**config.mk**
```make
export PLATFORM = sky130hd
export DESIGN_NAME = hls_add_unit_flat
export DESIGN_NICKNAME = d
export VERILOG_FILES = /design/src/rtl/hls_fu_pkg.sv /design/src/rtl/hls_add_unit_if.sv /design/src/rtl/add_seg_stage.sv /design/src/rtl/hls_add_unit.sv /design/src/flat_wrapper.sv
export SDC_FILE = /design/constraint.sdc
export NUM_CORES = 1
export LEC_CHECK = 0
export BUFFER_PORTS_ARGS = -buffer_cell sky130_fd_sc_hd__buf_2
export CORE_ASPECT_RATIO = 0.8
export CORE_MARGIN = 3
export CORE_UTILIZATION = 54
export CTS_BUF_LIST = sky130_fd_sc_hd__clkbuf_4 sky130_fd_sc_hd__clkbuf_8 sky130_fd_sc_hd__clkbuf_16
export CTS_CLUSTER_DIAMETER = 100
export DETAILED_ROUTE_END_ITERATION = 8
export PLACE_DENSITY = 0.94
export SKIP_CTS_REPAIR_TIMING = 1
export SYNTH_ARGS = -nofsm -noshare
export SYNTH_HDL_FRONTEND = slang
export SYNTH_SLANG_ARGS = --single-unit
```
**constraint.sdc**
```tcl
create_clock -name clk -period 5.05 [get_ports clk]
set_input_delay 0.505 -clock clk [delete_from_list [all_inputs] [get_ports clk]]
set_output_delay 0.505 -clock clk [all_outputs]
set_load 0.01 [all_outputs]
```
**src/rtl/hls_fu_pkg.sv**
```systemverilog
// Shared definitions for the HLS arithmetic functional units.
// Holds the default datapath width, the pipeline depth limit and the common result record.
package hls_fu_pkg;

   localparam int DEFAULT_WIDTH = 32;
   localparam int MAX_STAGES    = 4;

   typedef struct packed {
      logic [DEFAULT_WIDTH-1:0] sum;
      logic                     carry;
      logic                     ovf;
   } fu_result_t;

endpackage

```
**src/rtl/hls_add_unit_if.sv**
```systemverilog
// Operand/result handshake bundle between a datapath and the add unit.
// The master drives operands and result-ready; the slave (the unit) drives results and in_ready.
interface hls_add_unit_if
   import hls_fu_pkg::*;
#(
   parameter int WIDTH = DEFAULT_WIDTH
) ();

   logic [WIDTH-1:0] in0;
   logic [WIDTH-1:0] in1;
   logic             in_valid;
   logic             in_ready;
   logic [WIDTH-1:0] out;
   logic             out_carry;
   logic             out_ovf;
   logic             out_valid;
   logic             out_ready;

   modport master (
      output in0, in1, in_valid, out_ready,
      input  in_ready, out, out_carry, out_ovf, out_valid
   );

   modport slave (
      input  in0, in1, in_valid, out_ready,
      output in_ready, out, out_carry, out_ovf, out_valid
   );

endinterface

```
**src/rtl/add_seg_stage.sv**
```systemverilog
// One SEG-bit slice of the carry chain: registers sum and carry-out when enabled; latency 1.
// Backpressure: holds its registers while en is low.
module add_seg_stage
   import hls_fu_pkg::*;
#(
   parameter int SEG = 8
) (
   input  logic           clk,
   input  logic           rst,
   input  logic           en,
   input  logic           cin,
   input  logic [SEG-1:0] a,
   input  logic [SEG-1:0] b,
   output logic [SEG-1:0] sum,
   output logic           cout
);

   always_ff @(posedge clk) begin
      if (!rst) begin
         sum  <= '0;
         cout <= 1'b0;
      end else if (en) begin
         {cout, sum} <= {1'b0, a} + {1'b0, b} + {{SEG{1'b0}}, cin};
      end
   end

endmodule

```
**src/rtl/hls_add_unit.sv**
```systemverilog
// Pipelined adder with carry-out and signed overflow; latency STAGES, one pair per cycle.
// Backpressure: global advance, the whole pipe freezes while out_valid && !out_ready.
module hls_add_unit
   import hls_fu_pkg::*;
#(
   parameter int WIDTH  = DEFAULT_WIDTH,
   parameter int STAGES = 1
) (
   input  logic          clk,
   input  logic          rst,
   hls_add_unit_if.slave bus
);

   localparam int SEG = WIDTH / STAGES;

   if ((STAGES < 1) || (STAGES > MAX_STAGES) || ((WIDTH % STAGES) != 0)) begin : g_bad_cfg
      $error("hls_add_unit: WIDTH must be a multiple of STAGES and STAGES must be 1..4");
   end

   logic              adv;
   logic [STAGES-1:0] vld;
   logic [STAGES-1:0] en;
   logic [STAGES-1:0] cout;
   logic [WIDTH-1:0]  sum;
   logic [1:0]        msb_q [STAGES];

   assign adv          = !vld[STAGES-1] || bus.out_ready;
   assign bus.in_ready = adv;

   // A slot only loads when a real token enters it, so bubbles leave old results in place.
   always_comb begin
      en    = '0;
      en[0] = adv && bus.in_valid;
      for (int p = 1; p < STAGES; p++) en[p] = adv && vld[p-1];
   end

   always_ff @(posedge clk) begin
      if (!rst) begin
         vld <= '0;
         for (int p = 0; p < STAGES; p++) msb_q[p] <= '0;
      end else begin
         if (adv) begin
            vld[0] <= bus.in_valid;
            for (int p = 1; p < STAGES; p++) vld[p] <= vld[p-1];
         end
         if (en[0]) msb_q[0] <= {bus.in0[WIDTH-1], bus.in1[WIDTH-1]};
         for (int p = 1; p < STAGES; p++) begin
            if (en[p]) msb_q[p] <= msb_q[p-1];
         end
      end
   end

   for (genvar k = 0; k < STAGES; k++) begin : g_seg
      logic [SEG-1:0] a_seg;
      logic [SEG-1:0] b_seg;
      logic [SEG-1:0] s_seg;
      logic           cin;

      if (k == 0) begin : g_head
         assign a_seg = bus.in0[SEG-1:0];
         assign b_seg = bus.in1[SEG-1:0];
         assign cin   = 1'b0;
      end else begin : g_skew
         // Upper operand slices wait k slots so they meet the carry from the slice below.
         logic [SEG-1:0] a_q [k];
         logic [SEG-1:0] b_q [k];

         always_ff @(posedge clk) begin
            if (!rst) begin
               for (int i = 0; i < k; i++) begin
                  a_q[i] <= '0;
                  b_q[i] <= '0;
               end
            end else begin
               if (en[0]) begin
                  a_q[0] <= bus.in0[k*SEG +: SEG];
                  b_q[0] <= bus.in1[k*SEG +: SEG];
               end
               for (int p = 1; p < k; p++) begin
                  if (en[p]) begin
                     a_q[p] <= a_q[p-1];
                     b_q[p] <= b_q[p-1];
                  end
               end
            end
         end

         assign a_seg = a_q[k-1];
         assign b_seg = b_q[k-1];
         assign cin   = cout[k-1];
      end

      add_seg_stage #(.SEG(SEG)) u_stage (
         .clk  (clk),
         .rst  (rst),
         .en   (en[k]),
         .cin  (cin),
         .a    (a_seg),
         .b    (b_seg),
         .sum  (s_seg),
         .cout (cout[k])
      );

      if (k == STAGES-1) begin : g_tail
         assign sum[k*SEG +: SEG] = s_seg;
      end else begin : g_deskew
         localparam int D = STAGES - 1 - k;
         logic [SEG-1:0] s_q [D];

         always_ff @(posedge clk) begin
            if (!rst) begin
               for (int j = 0; j < D; j++) s_q[j] <= '0;
            end else begin
               if (en[k+1]) s_q[0] <= s_seg;
               for (int j = 1; j < D; j++) begin
                  if (en[k+1+j]) s_q[j] <= s_q[j-1];
               end
            end
         end

         assign sum[k*SEG +: SEG] = s_q[D-1];
      end
   end

   assign bus.out       = sum;
   assign bus.out_carry = cout[STAGES-1];
   assign bus.out_valid = vld[STAGES-1];
   assign bus.out_ovf   = (msb_q[STAGES-1][1] == msb_q[STAGES-1][0]) &&
                          (sum[WIDTH-1] != msb_q[STAGES-1][1]);

endmodule

```
**src/flat_wrapper.sv**
```systemverilog
// flat-port wrapper written by rule: the top's interface ports become plain ports
module hls_add_unit_flat import hls_fu_pkg::*;
#(
   parameter int WIDTH  = DEFAULT_WIDTH,
   parameter int STAGES = 1
)
  (clk, rst, bus_in0, bus_in1, bus_in_valid, bus_out_ready, bus_in_ready, bus_out, bus_out_carry, bus_out_ovf, bus_out_valid);
  hls_add_unit_if #(.WIDTH(WIDTH)) bus_i ();
  input  logic clk;
  input  logic rst;
  input wire logic [$bits(bus_i.in0)-1:0] bus_in0;
  input wire logic [$bits(bus_i.in1)-1:0] bus_in1;
  input wire logic [$bits(bus_i.in_valid)-1:0] bus_in_valid;
  input wire logic [$bits(bus_i.out_ready)-1:0] bus_out_ready;
  output wire logic [$bits(bus_i.in_ready)-1:0] bus_in_ready;
  output wire logic [$bits(bus_i.out)-1:0] bus_out;
  output wire logic [$bits(bus_i.out_carry)-1:0] bus_out_carry;
  output wire logic [$bits(bus_i.out_ovf)-1:0] bus_out_ovf;
  output wire logic [$bits(bus_i.out_valid)-1:0] bus_out_valid;
  assign bus_i.in0 = bus_in0;
  assign bus_i.in1 = bus_in1;
  assign bus_i.in_valid = bus_in_valid;
  assign bus_i.out_ready = bus_out_ready;
  assign bus_in_ready = bus_i.in_ready;
  assign bus_out = bus_i.out;
  assign bus_out_carry = bus_i.out_carry;
  assign bus_out_ovf = bus_i.out_ovf;
  assign bus_out_valid = bus_i.out_valid;
  hls_add_unit #(.WIDTH(WIDTH), .STAGES(STAGES)) u_core (.clk(clk), .rst(rst), .bus(bus_i));
endmodule
```
==> results.toml, run 1 <==
[final_layout]
synthToLayoutAreaGrowth_pct = 23.16
final_cell_mix = "103 x buf_2, 47 x nand2_1, 40 x o21ai_0"
antennaDiodeCount = 0
nets = 559
final_area_sq_um = 3526
final_common_cell = "buf_2"
drive_above_1_share_pct = 25.49

[worst_hold_path]
hold_path.class = "flop to flop"

[synth]
yosys_warnings = 0
synthFlopType = "dfxtp_1"
synth-edff-count = 2
synth_area_sq_um = 2863
ys_ff_latch = 36
async_reset_ff_share_pct = 0
postSynthCellCount = 361
yosysSeqAreaShare_pct = 25.87
syn_area_per_cell_sq_um = 7.930
synthesis.nets = 462
yosysUniqueCellTypes = 48

[grt]
grt-ovfl-total = 0
grt_pass1_vias = 3047
grtUsageTotal_pct = 27.65
grt_max_degree = 35
grt_pass1_wl_mm = 13.81
antenna_found_initial = 0

[worst_setup_path]
end_kind = "flop"
slowest_stage = "fa_1"
slowest_delay_ps = 420
setup.worst_path.class = "primary input to flop"
startpoint_type = "primary input"
crit_chain = "buf_2, ha_1, fa_1, a21o_1, a221oi_2, o211a_1, o21ai_1, and3_1, or3_1, a32o_1"
cp_data_arrival_time_ps = 3080
crit_required_ps = 5240
crit_fanout = 6

[power_and_ir_drop]
p_per_area_nw_per_um2 = 265.8
p_total_uw = 937.1
power_leakage_nw = 1.767
peakVddDrop_uv = 215.3

[route]
drt_iter0_markers = 313
postRouteAntennaNets = 0
post-route-drc-count = 0
vias_per_cell = 6.248
firstDrtPassIters = 6
num_vias = 3255
wirelength_mm = 8.631
wire_per_inst_microns = 16.57

[timing]
fin_crit_sh_pct = 57.31
fmax_ghz = 0.3455
setup_viol_count_final = 0
min_period_ps = 2894
worst_pin_slew_ps = 1049
setup-tns-final_ps = 0
max-slew-margin-rel_pct = 29.85
hold_viol_final = 0
fin_worst_skew_ps = 5.158
drv_slew = 0
rsz0062_at_grt = "false"

[floorplanning]
fp.dieH_microns = 71.13
initial_core_util_pct = 56.52
rows = 23
die_w_microns = 87.41
pin_count = 104
core_sq_um = 5065
die-area_sq_um = 6217

[clock_tree]
cts_root_buffer = "clkbuf_8"
cts_buffers = 5
cts.clk_slew.worst_paths_ps = 70
cts.sinks = 36
cts_buffer_depth = 2
tritoncts = "done"
clock_latency_ps = 290
cts_htree_levels = 2

[placement]
place_congestion = 0.9180
portBuffers = 103
place_area_sq_um = 3415
dpl.hpwl_mm = 6.726

[run_status]
status = "completed"

[flow_run]
maxCapViolations = 0
## synth_stat cells, types with 4 or more instances
library cell | n | share of area [%]
clkbuf_1 | 14 | 1.8
a21o_1 | 18 | 4.7
and2_1 | 4 | 0.87
o21a_1 | 4 | 1.0
dfxtp_1 | 34 | 24
xnor2_1 | 10 | 3.1
inv_1 | 9 | 1.2
o21ai_0 | 40 | 7.0
and3_1 | 9 | 2.0
xor2_1 | 14 | 4.3
o21bai_1 | 4 | 1.0
a21oi_1 | 32 | 5.6
nand2_1 | 47 | 6.2
nor3_1 | 8 | 1.4
ha_1 | 32 | 14
nor2_1 | 13 | 1.7
a22o_1 | 4 | 1.2
nand4_1 | 6 | 1.3
o211ai_1 | 4 | 1.0
nand3_1 | 11 | 1.9
## area by class of cell
type / count / area [sq um]
flip-flops and latches: 36 / 740.7
multi-input cells: 302 / 2039
clock buffers: 6 / 76.32
inverters: 9 / 33.78
fillers: 409 / 1539
well taps: 62 / 77.57
repair buffers: 104 / 523.0
clock inverters: 2 / 35.03
## layer usage
metal	share of wire [%]	vias to the layer above	global-route usage, %	routed length (microns)
met5	0	-	0	0
met4	3.0	0	11.07	259
met3	11	44	5.355	964
met2	45	235	43.98	3898
met1	41	1443	36.67	3507
li1	-	1533	-	-
## final timing paths
kind | from | endpoint | slack [ps] | cells after the start
setup / recovery | bus_in1[0] | u_core.g_seg[0].u_stage.sum[30] | 2160 | 10
setup reg to reg | u_core.bus.out_valid | u_core.g_seg[0].u_stage.cout | 3100 | 4
hold / removal | u_core.g_seg[0].u_stage.sum[21] | u_core.g_seg[0].u_stage.sum[21] | 450 | 2
hold reg to reg | u_core.g_seg[0].u_stage.sum[21] | u_core.g_seg[0].u_stage.sum[21] | 450 | 2
## registers in the layout (all words and copies together), names as in the netlist
| name | count |
|---|---|
| u_core.bus.out_valid | 1 |
| u_core.g_seg.u_stage.cout | 1 |
| u_core.g_seg.u_stage.sum | 32 |
| u_core.msb_q | 2 |
## per-stage QoR
step	hold slack (ps)	instances	setup slack [ps]	util (%)
detailed placement	436.4	513	1880	67.42
global route	485.0	521	2036	69.61
global placement	429.0	513	1940	67.42
floorplan	482.7	361	2195	-
CTS	456.5	521	2188	69.61
finish	454.9	521	2156	69.61
## critical path, delay by kind of cell
| kind | cells | cell delay [ps] |
|---|---|---|
| buffers and inverters | 1 | 100 |
| adders and majority gates | 2 | 650 |
| AOI/OAI and AO/OA | 5 | 1290 |
| and+or+nand+nor | 2 | 530 |
## cell families after synthesis
group | after synthesis | synth area share, %
AOI/OAI and AO/OA | 137 | 31.12
and+or+nand+nor | 108 | 17.96
DFF | 36 | 25.87
adders and majority gates | 33 | 14.69
xor gates and xnor gates | 24 | 7.343
buffers and inverters | 23 | 3.016
## power by group
| group | total, mW | internal, mW | switching, mW |
|---|---|---|---|
| logic | 0.340 | 0.143 | 0.198 |
| clock network | 0.263 | 0.152 | 0.111 |
| registers | 0.334 | 0.317 | 0.0167 |
(Power assumes the default switching activity.)
==> run 2, diff against run 1 <==
--- a/config.mk
+++ b/config.mk
@@ -8,11 +8,11 @@
 export BUFFER_PORTS_ARGS = -buffer_cell sky130_fd_sc_hd__buf_2
 export CORE_ASPECT_RATIO = 0.8
 export CORE_MARGIN = 3
-export CORE_UTILIZATION = 54
+export CORE_UTILIZATION = 50
 export CTS_BUF_LIST = sky130_fd_sc_hd__clkbuf_4 sky130_fd_sc_hd__clkbuf_8 sky130_fd_sc_hd__clkbuf_16
 export CTS_CLUSTER_DIAMETER = 100
 export DETAILED_ROUTE_END_ITERATION = 8
-export PLACE_DENSITY = 0.94
+export PLACE_DENSITY = 0.89
 export SKIP_CTS_REPAIR_TIMING = 1
 export SYNTH_ARGS = -nofsm -noshare
 export SYNTH_HDL_FRONTEND = slang
==> constraint.sdc (replaced) <==
create_clock -name clk -period 3 [get_ports clk]
set_input_delay 0.3 -clock clk [delete_from_list [all_inputs] [get_ports clk]]
set_output_delay 0.3 -clock clk [all_outputs]
set_load 0.01 [all_outputs]
==> results.toml, run 2 (same netlist as run 1, synthesis figures left out) <==
[clock_tree]
tritoncts = "done"
clock_latency_ps = 290
cts.clk_slew.worst_paths_ps = 70
cts_root_buffer = "clkbuf_8"
cts_htree_levels = 2
cts_buffers = 5
cts_buffer_depth = 2
cts.sinks = 36

[floorplanning]
pin_count = 104
rows = 23
initial_core_util_pct = 54.36
die-area_sq_um = 6675
die_w_microns = 90.60
fp.dieH_microns = 73.68
core_sq_um = 5266

[grt]
grt-ovfl-total = 0
grt_pass1_wl_mm = 13.54
grt_max_degree = 35
antenna_found_initial = 0
grtUsageTotal_pct = 24.69
grt_pass1_vias = 2968

[timing]
min_period_ps = 2595
setup_ws_ps = 404.9
setup_viol_count_final = 0
hold_viol_final = 0
drv_slew = 0
fin_worst_skew_ps = 3.792
fmax_ghz = 0.3853
setup-tns-final_ps = 0
fin_crit_sh_pct = 86.50
worst_pin_slew_ps = 566.5
timing.hold.ws_ps = 286.2
rsz0062_at_grt = "false"
max-slew-margin-rel_pct = 62.23

[run_status]
status = "completed"

[placement]
place_congestion = 0.9732
portBuffers = 103
post-place-ws_ps = 171.4
dp.cells = 529
dpl.hpwl_mm = 6.515

[route]
num_vias = 3200
vias_per_cell = 5.959
post-route-drc-count = 0
firstDrtPassIters = 5
postRouteAntennaNets = 0
drt_iter0_markers = 305
wirelength_mm = 8.410
wire_per_inst_microns = 15.66

[final_layout]
fill_cells = 451
drive_above_1_share_pct = 25.97
multiInputGateArea_sq_um = 2039
instances_no_fill = 537
nets = 562
final_common_cell = "buf_2"
final_cell_mix = "103 x buf_2, 47 x nand2_1, 40 x o21ai_0"
fin_util_pct = 67.26
reg.largest.list = "u_core.g_seg.u_stage.sum x32, u_core.msb_q x2"
largest-register = "u_core.g_seg.u_stage.sum"
largest_reg_flops = 32
antennaDiodeCount = 0
final-seq-area_sq_um = 740.7
synthToLayoutAreaGrowth_pct = 23.73

[worst_setup_path]
r2r-start = "u_core.bus.out_valid"
rr_worst_depth = 5
startpoint_type = "primary input"
timing.rr.end = "u_core.g_seg[0].u_stage.sum[25]"
crit_required_ps = 3180
cp_data_arrival_time_ps = 2770
critPathLaunch = "bus_in1[1]"
crit_fanout = 5
end_kind = "flop"
timing.reg2reg.setup_slack_ps = 1240
setup.worst_path.class = "primary input to flop"

[power_and_ir_drop]
power_leakage_nw = 1.771
p_per_area_nw_per_um2 = 422.5
peakVddDrop_uv = 239.0

[worst_hold_path]
min_to = "u_core.bus.out_valid"
hold_path.class = "primary input to flop"
holdPathStages = 2
min_from = "rst"

[flow_run]
maxCapViolations = 0
-- run 2: changes by cell type in the layout (fill, tap and decap cells not counted) --
cell       before  now
buf_4           1    4
clkbuf_4        1    2
bufinv_16       1    0
-- run 2: power by group --
group / switching, mW / leakage [nW] / internal (mW)
clock: 0.176 / 0.0491 / 0.181
sequential: 0.0293 / 0.302 / 0.534
combinational: 0.331 / 1.42 / 0.245
total: 0.536 / 1.77 / 0.960
-- run 2: routing by layer --
layer	track usage [%]	part of all wire, %	vias up
li1	-	-	1540
met1	32.59	44	1453
met2	40.92	44	190
met3	5.322	9.9	17
met4	7.131	1.7	0
met5	0	0	-
-- run 2: area by class of cell --
type	count	share of cell area (%)
multi-input combinational	302	57.58
tap	75	2.649
timing repair buffer	107	15.40
inverter	9	0.9537
sequential	36	20.91
clock inverter	1	0.1413
clock buffer	7	2.367
-- run 2: critical path: stages --
cell and delay, ps:
buf_2 120, ha_1 310, a211oi_1 320, o211ai_1 220, a221oi_1 440, nor2_1 120
nor3b_2 410, o21ai_0 200, a221o_1 330
-- run 2: how the worst max path moves through the flow --
| stage | to |
|---|---|
| floorplan | u_core.g_seg[0].u_stage.sum[24] |
| global placement | u_core.g_seg[0].u_stage.sum[24] |
| detailed placement | u_core.g_seg[0].u_stage.sum[24] |
| CTS | u_core.g_seg[0].u_stage.sum[24] |
| global route | u_core.g_seg[0].u_stage.sum[31] |
| finish | u_core.g_seg[0].u_stage.sum[31] |
-- run 2: through the flow --
| step | power [mW] | cell area [sq um] |
|---|---|---|
| 6_report | 1.497 | 3542 |
| 4_1_cts | 1.484 | 3542 |
| 2_1_floorplan | 0.9356 | 2863 |
| 5_1_grt | 1.577 | 3542 |
| 3_3_place_gp | 1.117 | 3453 |
| 3_5_place_dp | 1.131 | 3453 |
==> run 3, diff against run 2 <==
--- a/config.mk
+++ b/config.mk
@@ -12,7 +12,7 @@
 export CTS_BUF_LIST = sky130_fd_sc_hd__clkbuf_4 sky130_fd_sc_hd__clkbuf_8 sky130_fd_sc_hd__clkbuf_16
 export CTS_CLUSTER_DIAMETER = 100
 export DETAILED_ROUTE_END_ITERATION = 8
-export PLACE_DENSITY = 0.89
+export PLACE_DENSITY = 0.81
 export SKIP_CTS_REPAIR_TIMING = 1
 export SYNTH_ARGS = -nofsm -noshare
 export SYNTH_HDL_FRONTEND = slang
==> results.toml, run 3 (same netlist as run 1, synthesis figures left out) <==
[run_status]
status = "completed"

[final_layout]
drive_above_1_share_pct = 25.97
final_common_cell = "buf_2"
largest-register = "u_core.g_seg.u_stage.sum"
final-seq-area_sq_um = 740.7
fin_util_pct = 67.24
nets = 562
fill_cells = 471
synthToLayoutAreaGrowth_pct = 23.69
antennaDiodeCount = 0
final_cell_mix = "103 x buf_2, 47 x nand2_1, 40 x o21ai_0"
reg.largest.list = "u_core.g_seg.u_stage.sum x32, u_core.msb_q x2"
largest_reg_flops = 32
multiInputGateArea_sq_um = 2039

[route]
firstDrtPassIters = 5
drt_iter0_markers = 249
num_vias = 3158
wire_per_inst_microns = 15.42
wirelength_mm = 8.281
vias_per_cell = 5.881
postRouteAntennaNets = 0
post-route-drc-count = 0

[timing]
fin_worst_skew_ps = 7.921
setup_viol_count_final = 0
max-slew-margin-rel_pct = 56.31
fin_crit_sh_pct = 84.12
setup-tns-final_ps = 0
hold_viol_final = 0
min_period_ps = 2523
worst_pin_slew_ps = 655.4
rsz0062_at_grt = "false"
fmax_ghz = 0.3963
drv_slew = 0

[power_and_ir_drop]
clock_power_share_pct = 23.4
p_sw_uw = 543.3
p_per_area_nw_per_um2 = 419.2
peakVddDrop_uv = 209.8
pwr-share-seq_pct = 37.8
combPwrFrac_pct = 38.7
p_int_uw = 941.0
power_leakage_nw = 1.770
swShare_pct = 36.60

[worst_setup_path]
startpoint_type = "primary input"
cpLargestDelayFamily = "compound AO/OA/AOI/OAI gates"
cp_data_arrival_time_ps = 2710
slowest_delay_ps = 400
crit_chain = "buf_2, ha_1, fa_1, a21o_1, a221oi_2, o211a_1, nor4b_1, o31a_1, or3_1, a32o_1"
critPathBufInv = 1
crit_fanout = 3
slowest_stage = "fa_1"
crit_required_ps = 3190
setup.worst_path.class = "primary input to flop"
end_kind = "flop"

[grt]
grt_pass1_vias = 2795
grt_pass1_wl_mm = 13.28
antenna_found_initial = 0
grt-ovfl-total = 0
grt_max_degree = 35
grtUsageTotal_pct = 24.22

[floorplanning]
pin_count = 104
die-area_sq_um = 6675
die_w_microns = 90.60
initial_core_util_pct = 54.36
core_sq_um = 5266
fp.dieH_microns = 73.68
rows = 23

[clock_tree]
cts_buffer_depth = 2
cts_buffers = 5
cts_root_buffer = "clkbuf_8"
cts.sinks = 36
cts.clk_slew.worst_paths_ps = 80
cts_htree_levels = 2
tritoncts = "done"
clock_latency_ps = 290

[worst_hold_path]
hold_path.class = "primary input to flop"

[flow_run]
maxCapViolations = 0

[placement]
portBuffers = 103
dpl.hpwl_mm = 6.697
place_congestion = 0.9760
run 3: changes by cell type in the layout (fill, tap and decap cells not counted), sizes merged:
cell,before,now
clkbuf,7,5
clkinv,1,3
run 3: power groups by stage:
stage          clock network (mW)  logic [mW]  registers (mW)
4_1_cts                     0.349       0.567           0.561
2_1_floorplan                   0       0.342           0.593
3_5_place_dp                    0       0.564           0.572
3_3_place_gp                    0       0.552           0.571
6_report                    0.348       0.575           0.562
5_1_grt                     0.372       0.633           0.567
run 3: per-layer routing:
metal	up-vias	wire (microns)	part of all wire (%)	track usage (%)
li1	1545	-	-	-
met1	1424	3772	46	34.80
met2	182	3577	43	38.37
met3	7	863	10	4.504
met4	0	68	0.82	4.075
met5	-	0	0	0
run 3: final cells by class:
class | instances | share of cell area (%)
Multi-Input combinational cell | 302 | 57.60
Sequential cell | 36 | 20.92
Timing Repair Buffer | 107 | 15.41
Tap cell | 75 | 2.650
Clock buffer | 5 | 1.943
Inverter | 9 | 0.9541
Clock inverter | 3 | 0.5300
run 3: through the flow:
step / total power [mW] / cells / worst slack (ps) / hold slack [ps] / instance area (sq um)
global placement: 1.123 / 529 / 239.2 / 430.6 / 3453
floorplan: 0.9356 / 361 / 350.1 / 438.8 / 2863
CTS: 1.477 / 537 / 489.9 / 285.7 / 3541
finish: 1.484 / 537 / 476.5 / 291.1 / 3541
global route: 1.572 / 537 / 356.2 / 286.0 / 3541
detailed placement: 1.136 / 529 / 178.0 / 441.5 / 3453
run 3: final timing paths:
path,to,cells after the start,start,slack [ps]
setup / recovery,u_core.g_seg[0].u_stage.sum[24],10,bus_in1[0],480
hold / removal,u_core.bus.out_valid,2,rst,290
setup reg to reg,u_core.g_seg[0].u_stage.sum[25],5,u_core.bus.out_valid,1210
hold reg to reg,u_core.g_seg[0].u_stage.sum[16],2,u_core.g_seg[0].u_stage.sum[16],450
